File: config.mk
export PLATFORM = sky130hd
export DESIGN_NAME = fc_act_writer
export DESIGN_NICKNAME = d
export VERILOG_FILES = /design/src/rtl/fc_act_writer.sv
export SDC_FILE = /design/constraint.sdc
export NUM_CORES = 1
export LEC_CHECK = 0
export BUFFER_PORTS_ARGS = -buffer_cell sky130_fd_sc_hd__buf_2
export CELL_PAD_IN_SITES_DETAIL_PLACEMENT = 1
export CELL_PAD_IN_SITES_GLOBAL_PLACEMENT = 2
export CORE_MARGIN = 4
export CORE_UTILIZATION = 37
export DETAILED_ROUTE_END_ITERATION = 16
export PLACE_DENSITY_LB_ADDON = 0.1
export SLEW_MARGIN = 20
export SYNTH_ARGS = -nofsm -noshare
export SYNTH_HDL_FRONTEND = slang
export SYNTH_SLANG_ARGS = --single-unit
File: constraint.sdc
create_clock -name clk -period 4.3 [get_ports clk]
set_input_delay 0.86 -clock clk [delete_from_list [all_inputs] [get_ports clk]]
set_output_delay 0.86 -clock clk [all_outputs]
set_load 0.02 [all_outputs]
File: src/rtl/fc_act_writer.sv
// FC output-node writer: ReLU + arithmetic requantisation shift into the next layer's ifmap buffer.
// Optional build macro FC_ACT_ARGMAX_EN adds class_o/class_vld_o (argmax over accepted beats).
module fc_act_writer #(
  parameter int DATA_W = 8,
  parameter int ADDR_W = 7,
  parameter int SHIFT  = 0
) (
  input  logic              clk,
  input  logic              rst,
  input  logic [ADDR_W-1:0] node_num_i,
  input  logic [DATA_W-1:0] psum_i,
  input  logic              valid_i,
  input  logic              last_i,
  input  logic              clr_err_i,
  output logic              wren_o,
  output logic [ADDR_W-1:0] wrptr_o,
  output logic [DATA_W-1:0] wdata_o,
  output logic              done_o,
  output logic              busy_o,
`ifdef FC_ACT_ARGMAX_EN
  output logic [ADDR_W-1:0] class_o,
  output logic              class_vld_o,
`endif
  output logic              err_o
);

  typedef enum logic [1:0] {ST_IDLE, ST_RUN, ST_DONE} state_t;

  state_t              state_q, state_d;
  logic [ADDR_W-1:0]   cnt_q, cnt_d;
  logic [ADDR_W-1:0]   num_q, num_d;
  logic                wren_q, wren_d;
  logic [ADDR_W-1:0]   wrptr_q, wrptr_d;
  logic [DATA_W-1:0]   wdata_q, wdata_d;
  logic                done_q, done_d;
  logic                busy_q, busy_d;
  logic                err_q, err_d;

  logic                beat0;
  logic [ADDR_W-1:0]   num_eff;
  logic                overrun;
  logic                write;
  logic                early_last;
  logic [DATA_W-1:0]   y;

  always_comb begin
    // Any beat outside RUN (IDLE or DONE) opens a new vector.
    beat0      = (state_q != ST_RUN);
    num_eff    = beat0 ? node_num_i : num_q;
    overrun    = valid_i && (cnt_q == num_eff);
    write      = valid_i && !overrun;
    early_last = write && last_i &&
                 (({1'b0, cnt_q} + 1'b1) < {1'b0, num_eff});
    y          = psum_i[DATA_W-1] ? '0 : (psum_i >> SHIFT);

    state_d = state_q;
    case (state_q)
      ST_IDLE: if (valid_i) state_d = last_i ? ST_DONE : ST_RUN;
      ST_RUN:  if (valid_i && last_i) state_d = ST_DONE;
      ST_DONE: state_d = valid_i ? (last_i ? ST_DONE : ST_RUN) : ST_IDLE;
      default: state_d = ST_IDLE;
    endcase

    cnt_d = cnt_q;
    if (valid_i && last_i) cnt_d = '0;
    else if (write)        cnt_d = cnt_q + 1'b1;

    num_d   = (valid_i && beat0) ? node_num_i : num_q;
    wren_d  = write;
    wrptr_d = write ? cnt_q : wrptr_q;
    wdata_d = write ? y : wdata_q;
    done_d  = (state_q == ST_DONE);
    busy_d  = (state_d == ST_RUN);

    // A fresh error outranks a simultaneous clear.
    err_d = err_q;
    if (overrun || early_last) err_d = 1'b1;
    else if (clr_err_i)        err_d = 1'b0;
  end

  always_ff @(posedge clk or posedge rst) begin
    if (rst) begin
      state_q <= ST_IDLE;
      cnt_q   <= '0;
      num_q   <= '0;
      wren_q  <= 1'b0;
      wrptr_q <= '0;
      wdata_q <= '0;
      done_q  <= 1'b0;
      busy_q  <= 1'b0;
      err_q   <= 1'b0;
    end else begin
      state_q <= state_d;
      cnt_q   <= cnt_d;
      num_q   <= num_d;
      wren_q  <= wren_d;
      wrptr_q <= wrptr_d;
      wdata_q <= wdata_d;
      done_q  <= done_d;
      busy_q  <= busy_d;
      err_q   <= err_d;
    end
  end

  assign wren_o  = wren_q;
  assign wrptr_o = wrptr_q;
  assign wdata_o = wdata_q;
  assign done_o  = done_q;
  assign busy_o  = busy_q;
  assign err_o   = err_q;

`ifdef FC_ACT_ARGMAX_EN
  logic [DATA_W-1:0] best_val_q, best_val_d;
  logic [ADDR_W-1:0] best_idx_q, best_idx_d;
  logic              have_q, have_d;
  logic [ADDR_W-1:0] class_q, class_d;
  logic              class_vld_q, class_vld_d;

  always_comb begin
    best_val_d = best_val_q;
    best_idx_d = best_idx_q;
    have_d     = (valid_i && beat0) ? 1'b0 : have_q;
    // Strict compare keeps the lowest index on ties.
    if (write && (beat0 || !have_q || ($signed(psum_i) > $signed(best_val_q)))) begin
      best_val_d = psum_i;
      best_idx_d = cnt_q;
      have_d     = 1'b1;
    end
    class_vld_d = (state_q == ST_DONE);
    class_d     = class_q;
    if (state_q == ST_DONE) class_d = have_q ? best_idx_q : '0;
  end

  always_ff @(posedge clk or posedge rst) begin
    if (rst) begin
      best_val_q  <= '0;
      best_idx_q  <= '0;
      have_q      <= 1'b0;
      class_q     <= '0;
      class_vld_q <= 1'b0;
    end else begin
      best_val_q  <= best_val_d;
      best_idx_q  <= best_idx_d;
      have_q      <= have_d;
      class_q     <= class_d;
      class_vld_q <= class_vld_d;
    end
  end

  assign class_o     = class_q;
  assign class_vld_o = class_vld_q;
`endif

endmodule

# Yosys cells after proc, flatten, opt, wreduce, memory -nomap -nowiden
# Cells that the tools add are included.
[word_totals]
ff_bits = 35
elab_cells = 39
in_bits = 20
output_inout_bits = 19
[op_classes]
n_mux = 11
add_sub_neg = 2
n_reduce_logical = 11
eq_ne = 5
n_lt_le_gt_ge = 1
[ops]
columns = ["operator", "count"]
rows = [
  ["7-bit 2-to-1 mux", 4],
  ["7-bit by 1-bit adder with 8-bit output, second input constant", 1],
  ["8-bit by 7-bit < comparator with 1-bit output", 1],
  ["2-bit 2-to-1 mux", 4],
  ["7-bit by 1-bit adder with 7-bit output, second input constant", 1],
  ["7-bit equality test", 1],
  ["1-bit logical AND", 6],
  ["2-bit one-hot mux with 3 select lines", 1],
  ["2-bit by 1-bit equality test with 1-bit output, second input constant", 2],
  ["2-bit nonzero test", 2],
  ["2-bit equality test, second input constant", 1],
  ["2-bit logical NOT", 1],
  ["1-bit 2-to-1 mux", 2],
  ["2-bit by 1-bit != test with 1-bit output, second input constant", 1],
  ["1-bit logical NOT", 1],
  ["1-bit logical OR", 1],
]

# Longest topological paths before layout
# Gate-level depths: netlist (run 1).
[logic_depth]
ltp_word = 10
mapped_depth = 11
mapped_depth_nobuf = 10

# Least setup slack after synthesis (run 1)
# No wires, ideal clock.
[synth_path]
kind = "input port to flip-flop"
start = "input node_num_i[0]"
end = "register wdata_q[0], in the netlist wdata_o[0]"
stages = 8
t_arrival_ns = 2.654
slack_ns = 1.518
required_time_ns = 4.172
setup_time_ns = 0.128
cell_sequence = "nand2_1 -> nand2_1 -> ha_1 -> or4_4 -> a211oi_4 -> or2b_4 -> buf_8 -> mux2_1"
[synth_via]
elab_chain_len = 5
[synth_rtl]
columns = ["item", "line_no", "rtl"]
rows = [
  ["start: declaration", "10", "input logic [ADDR_W-1:0] node_num_i,"],
  ["7-bit 2-to-1 mux", "49", "num_eff = beat0 ? node_num_i : num_q;"],
  ["7-bit equality test", "50", "overrun = valid_i && (cnt_q == num_eff);"],
  ["1-bit logical AND", "50", ""],
  ["1-bit logical NOT", "51", "write = valid_i && !overrun;"],
  ["1-bit logical AND", "51", ""],
  ["end signal: assignment", "98", "wdata_q <= wdata_d;"],
  ["end: declaration", "34", "logic [DATA_W-1:0] wdata_q, wdata_d;"],
]
# No other way between the ends.
# A chain may end at the register's enable or synchronous reset.

# Worst setup path in the final report (run 1)
[layout_path]
start = "register state_q[1]"
end = "register wdata_q[5], in the netlist wdata_o[5]"
[layout_via]
elab_chain_len = 6
[layout_rtl]
columns = ["item", "line_no", "rtl"]
rows = [
  ["start: declaration", "29", "state_t state_q, state_d;"],
  ["start signal: assignment", "93", "state_q <= state_d;"],
  ["2-bit by 1-bit != test with 1-bit output", "48", "beat0 = (state_q != ST_RUN);"],
  ["7-bit 2-to-1 mux", "49", ""],
  ["7-bit equality test", "50", ""],
  ["1-bit logical AND", "50", ""],
  ["1-bit logical NOT", "51", ""],
  ["1-bit logical AND", "51", ""],
]
# No other way between the ends.

==> flow_metrics.env, run 1 <==
export IMPL_vias=1482
export IMPL_cts_clk_slew_worst_paths_ns=0.07
export IMPL_pre_cts_ws_ns=1.09
export IMPL_syn_cell_area_mm2=0.00196
export IMPL_yosys_top_cells_count="34 x dfrtp_1, 17 x nor2b_1, 13 x mux2_1, 13 x nand2_1"
export IMPL_clock_skew_ns=0.00926
export IMPL_cts_buffers=5
export IMPL_drt_wl_total_mm=4.77
export IMPL_stdcell_area_mm2=0.00228
export IMPL_avgRoutedWirePerCell_um=16.4
export IMPL_synth_compound_area_share_pct=13.6
export IMPL_leakage_uw=0.00112
export IMPL_syn_area_per_cell_um2=10.7
export IMPL_synthSimpleGateAreaFrac_pct=15.9
export IMPL_synth_area_leaders="dfrtp_1 43%, mux2_1 7.5%, nor2b_1 5.4%"
export IMPL_arrival_ns=3.37
export IMPL_overflow=0
export IMPL_htreeDepth=2
export IMPL_synth_xor_area_share_pct=3.13
export IMPL_clock_latency_ns=0.28
export IMPL_ys_flop_type="dfrtp_1"
export IMPL_synth_adder_area_share_pct=5.11
export IMPL_maxCapViolCount=0
export IMPL_hold_violations=0
export IMPL_crit_path_start_kind="register"
export IMPL_synth_top_area_share_pct=43.4
export IMPL_post_cts_buffers=0
export IMPL_first_iter_violations=62
export IMPL_timing_fmax_ghz=0.311
export IMPL_tns_ns=0
export IMPL_final_nets=248
export IMPL_finalNonFillerCells=291
export IMPL_critPathCaptureType="register"
export IMPL_synth_top_family_by_area="simple AND/OR/NAND/NOR gates"
export IMPL_path_common_cell="nand2_1"
export IMPL_boundaryPins=39
export IMPL_ys_types=43
export IMPL_crit_fanout=21
export IMPL_layout_min_cycle_time_ns=3.21
export IMPL_crit_chain="nand2b_1 -> nand2_1 -> nand2_1 -> ha_1 -> or4_4 -> a211oi_4 -> or2b_4 -> mux2_1"
export IMPL_fillerInstances=605
export IMPL_num_rows=26
export IMPL_synth_seq_area_share_pct=43.4
export IMPL_tritoncts="done"
export IMPL_core_mm2=0.00511
export IMPL_layout_drive_gt1_share_pct=27.1
export IMPL_gr_usage_all_layers_pct=15.6
export IMPL_place_gp_congestion=0.770
export IMPL_grt_setup_unrepaired="false"
export IMPL_dp_hpwl_mm=3.59
export IMPL_cts_sinks=34
export IMPL_synth_edf_count=0
export IMPL_synth_cells=184
export IMPL_required_ns=4.46
export IMPL_fp_dieH_um=80.8
export IMPL_grt_pass1_vias=1516
export IMPL_power_uw=828
export IMPL_dpl_cell_count=283
export IMPL_grt_pass1_wl_mm=7.70
export IMPL_synth_mux_area_share_pct=14.0
export IMPL_hp_class="reg -> reg"
export IMPL_multi_input_area_mm2=0.00102
export IMPL_yosysWarnings=0
export IMPL_slew_headroom_pct=65.4
export IMPL_critical_path_class="reg -> reg"
export IMPL_ys_seq_elements=34
export IMPL_cpLargestDelayFamily="simple AND/OR/NAND/NOR gates"
export IMPL_num_antenna_cells=0
export IMPL_avgViaCountPerCell=5.09
export IMPL_placed_area_mm2=0.00218
export IMPL_slowest_delay_ns=0.55
export IMPL_syn_nets=212
export IMPL_setup_ws_ns=1.09
export IMPL_worstMarginPinSlew_ns=0.519
export IMPL_die_w_um=80.8
export IMPL_die_area_mm2=0.00653
export IMPL_io_buffers=37
export IMPL_seqCellArea_um2=851
export IMPL_cts_buffer_depth=2
export IMPL_setup_viol=0
export IMPL_drv_slew=0
export IMPL_holdBufCountCts=0
export IMPL_yosysMostFrequentCell="dfrtp_1"
export IMPL_antenna_found_initial=0
export IMPL_postCtsResizedCells=0
export IMPL_status="finished clean"
export IMPL_yosysTopAreaCell="dfrtp_1"
export IMPL_drc=0
export IMPL_grt_max_degree=35
export IMPL_fin_crit_sh_pct=74.7
export IMPL_ant_nets=0
export IMPL_peakVddDrop_v=0.000162
export IMPL_cp_num_buf_inv=0
export IMPL_drtPass1Iterations=4
export IMPL_initial_utilization_pct=38.4
export IMPL_postSynth_asyncResetShare_pct=100
export IMPL_worst_path_max_delay_cell="or4_4"
export IMPL_p_per_area_mw_per_mm2=363
export IMPL_cts_root_buffer="clkbuf_8"
export IMPL_syn_to_final_growth_pct=16.2
-- final cells by class --
type	count	share of cell area, %
Timing Repair Buffer	39	8.79
Clock buffer	6	3.62
Clock inverter	2	0.549
Multi-Input combinational cell	133	44.7
Tap cell	70	3.84
Inverter	7	1.15
Sequential cell	34	37.3
-- worst paths after layout --
kind | startpoint | to | slack [ns] | cells past startpoint
min reg2reg | wdata_o[2] | wdata_o[2] | 0.49 | 1
max | state_q[1] | wdata_o[5] | 1.09 | 8
max reg2reg | state_q[1] | wdata_o[5] | 1.09 | 8
min in group asynchronous | rst | err_o | 0.68 | 3
max in group asynchronous | rst | cnt_q[4] | 3.30 | 3
min | wdata_o[2] | wdata_o[2] | 0.49 | 1
-- flip-flops by register name, summed over array words and instances (netlist names) --
register	flops
wdata_o	7
state_q	2
cnt_q	7
wrptr_o	7
err_o	1
done_o	1
busy_o	1
wren_o	1
num_q	7
-- cell usage in the layout (no fill, tap or decap), types with 2 or more instances in the layout --
cell type	instances
mux2i_1	5
dfrtp_1	34
inv_1	7
nor2b_1	17
o21ai_0	9
mux2_2	7
nor4_1	2
nand3_1	3
xnor2_1	4
buf_2	37
mux2_1	13
nand2b_1	4
nor3b_1	2
o2bb2ai_1	3
o211ai_1	2
nand2_1	13
buf_4	2
clkbuf_8	6
a21oi_1	9
and3_1	5
xor2_1	3
nor2_1	3
ha_1	8
o21a_1	2
o22ai_1	3
-- metrics by stage --
step | util (%) | hold WS, ns
final | 44.6 | 0.486
after global placement | 42.7 | 0.469
after CTS | 44.6 | 0.493
after global routing | 44.6 | 0.511
after detailed placement | 42.7 | 0.475
after floorplan | - | 0.479
-- kinds of logic (layout without fill, tap and decap cells) --
kind of cell | Yosys count | count (layout)
AOI/OAI and AO/OA | 38 | 38
muxes | 25 | 25
and+or+nand+nor | 54 | 54
DFF | 34 | 34
buffers and inverters | 17 | 54
adders and majority gates | 8 | 8
other | 1 | 1
xor gates and xnor gates | 7 | 7
-- where the power goes --
group	internal, uW	switching, uW
Combinational	89.3	106
Sequential	353	30.8
Clock	129	120
Total	571	256
-- per-layer routing --
metal  wire (um)  vias up  part of all wire, %  global-route usage, %
met5           0        -                    0                      0
met3         175        4                  3.7                   3.66
met4          46        0                 0.96                   4.05
met1        2130      731                   45                   19.5
met2        2420       27                   51                   26.9
li1            -      720                    -                      -
Power figures use the tool's default switching activity.
==> inputs of run 2 (changes only) <==
- CORE_UTILIZATION: 37 -> 35
- clock period: 4.3 -> 3 ns (I/O delays scaled with it)
==> run 2 against run 1 <==
Against the previous run:
- critical path type unchanged
- sequential cell count stayed put
- first-iteration DRC count is 19% lower
- final cell count is 0.69% higher
- sequential share of layout area is 1.0 points lower
- die area is 5.1% higher
- total power is 65% higher
- largest cell class unchanged
- global-route usage is 0.47 points lower
- register-to-register slack worse by 0.71 ns
- combinational power is 46% higher
- clock skew is 0.0021 ns lower
- utilization is 0.19 points lower
==> flow_metrics.env, run 2 (synthesis gave the netlist of run 1 again) <==
export IMPL_p_per_area_mw_per_mm2=584
export IMPL_place_gp_congestion=0.782
export IMPL_die_w_um=82.8
export IMPL_syn_to_final_growth_pct=19.4
export IMPL_hp_class="in -> async"
export IMPL_timing_rr_end="wrptr_o[0]"
export IMPL_grt_pass1_wl_mm=8.43
export IMPL_grt_setup_unrepaired="false"
export IMPL_final_cell_mix="37 x buf_2, 34 x dfrtp_1, 17 x nor2b_1, 13 x nand2_1, 13 x mux2_1"
export IMPL_peakVddDrop_v=0.000235
export IMPL_hold_violations=0
export IMPL_post_cts_buffers=0
export IMPL_setup_viol=0
export IMPL_status="finished clean"
export IMPL_holdBufCountCts=0
export IMPL_cts_buffer_depth=2
export IMPL_switchingPower_uw=376
export IMPL_cts_root_buffer="clkbuf_8"
export IMPL_core_mm2=0.00527
export IMPL_crit_path_start_kind="register"
export IMPL_cts_buffers=5
export IMPL_ant_nets=0
export IMPL_p_int_uw=991
export IMPL_first_iter_violations=50
export IMPL_die_area_mm2=0.00686
export IMPL_dpl_cell_count=285
export IMPL_io_buffers=37
export IMPL_clock_skew_ns=0.00720
export IMPL_overflow=0
export IMPL_fin_crit_sh_pct=87.6
export IMPL_cts_clk_slew_worst_paths_ns=0.07
export IMPL_leakage_uw=0.00115
export IMPL_required_ns=3.17
export IMPL_crit_fanout=21
export IMPL_layout_drive_gt1_share_pct=27.8
export IMPL_antenna_found_initial=0
export IMPL_final_nets=250
export IMPL_fillerInstances=620
export IMPL_vias=1502
export IMPL_clock_latency_ns=0.29
export IMPL_final_common_cell="buf_2"
export IMPL_num_rows=26
export IMPL_drt_wl_total_mm=4.83
export IMPL_timing_hold_ws_ns=0.399
export IMPL_cts_sinks=34
export IMPL_critical_path_class="reg -> reg"
export IMPL_initial_utilization_pct=37.2
export IMPL_power_frac_clock_pct=39.0
export IMPL_dp_hpwl_mm=3.58
export IMPL_r2r_start="state_q[0]"
export IMPL_r2r_cells=8
export IMPL_tritoncts="done"
export IMPL_htreeDepth=2
export IMPL_timing_fmax_ghz=0.381
export IMPL_boundaryPins=39
export IMPL_critPathCaptureType="register"
export IMPL_p_comb_share_pct=20.7
export IMPL_avgViaCountPerCell=5.13
export IMPL_postCtsResizedCells=0
export IMPL_arrival_ns=2.80
export IMPL_drtPass1Iterations=3
export IMPL_grt_pass1_vias=1698
export IMPL_grt_max_degree=35
export IMPL_layout_min_cycle_time_ns=2.63
export IMPL_gr_usage_all_layers_pct=15.1
export IMPL_num_antenna_cells=0
export IMPL_switching_share_pct=27.5
export IMPL_r2r_slack_ns=0.37
export IMPL_fp_dieH_um=82.8
export IMPL_drv_slew=0
export IMPL_tns_ns=0
export IMPL_avgRoutedWirePerCell_um=16.5
export IMPL_finalNonFillerCells=293
export IMPL_drc=0
export IMPL_maxCapViolCount=0
export IMPL_power_frac_seq_pct=40.3
run 2: cell count changes in the layout (fill, tap and decap cells not counted), sizes merged:
| cell | previous run | this run |
|---|---|---|
| bufinv | 0 | 2 |
| buf | 39 | 41 |
| clkinv | 1 | 0 |
| clkinvlp | 1 | 0 |
run 2: critical path, stage by stage, from the launching register on:
cell	delay (ns)
dfrtp_1	0.46
nor2b_1	0.27
nand2_1	0.08
nand2_1	0.06
ha_1	0.21
or4_4	0.54
a211oi_4	0.18
or2b_4	0.33
mux2_1	0.37
run 2: power groups by stage:
stage | clock network, uW | logic [uW] | registers (uW)
floorplan | 0 | 182 | 574
finish | 533 | 284 | 551
global placement | 0 | 280 | 556
detailed placement | 0 | 287 | 560
CTS | 547 | 288 | 552
global route | 561 | 317 | 559
run 2: metrics by stage:
stage	setup WS [ns]	total power, uW	util [%]	instance area, um^2
finish	0.373	1370	44.4	2340
global route	0.179	1440	44.4	2340
CTS	0.364	1390	44.4	2340
detailed placement	0.359	847	41.7	2200
global placement	0.381	836	41.7	2200
floorplan	0.324	755	-	1960
run 2: worst max-delay path by stage:
stage,startpoint,to,slack [ns],cells past startpoint
floorplan,state_q[1],wdata_o[0],0.32,10
global placement,node_num_i[0],wrptr_o[6],0.38,8
detailed placement,node_num_i[0],wrptr_o[0],0.36,8
CTS,state_q[0],wrptr_o[0],0.36,8
global route,state_q[0],wrptr_o[0],0.18,8
finish,state_q[0],wrptr_o[0],0.37,8
run 2: per-layer routing:
layer	wire, um	GRT usage (%)
met4	69	4.90
met2	2370	25.4
met1	2200	18.5
met5	0	0
met3	194	4.46
run 2: final cells by class:
type,instances,area [um^2],area share (%)
sequential,34,851,36.3
multi-input combinational,133,1020,43.5
timing repair buffer,41,215,9.19
inverter,7,26.3,1.12
tap,70,87.6,3.74
clock buffer,6,82.6,3.53
clock inverter,2,60.1,2.57
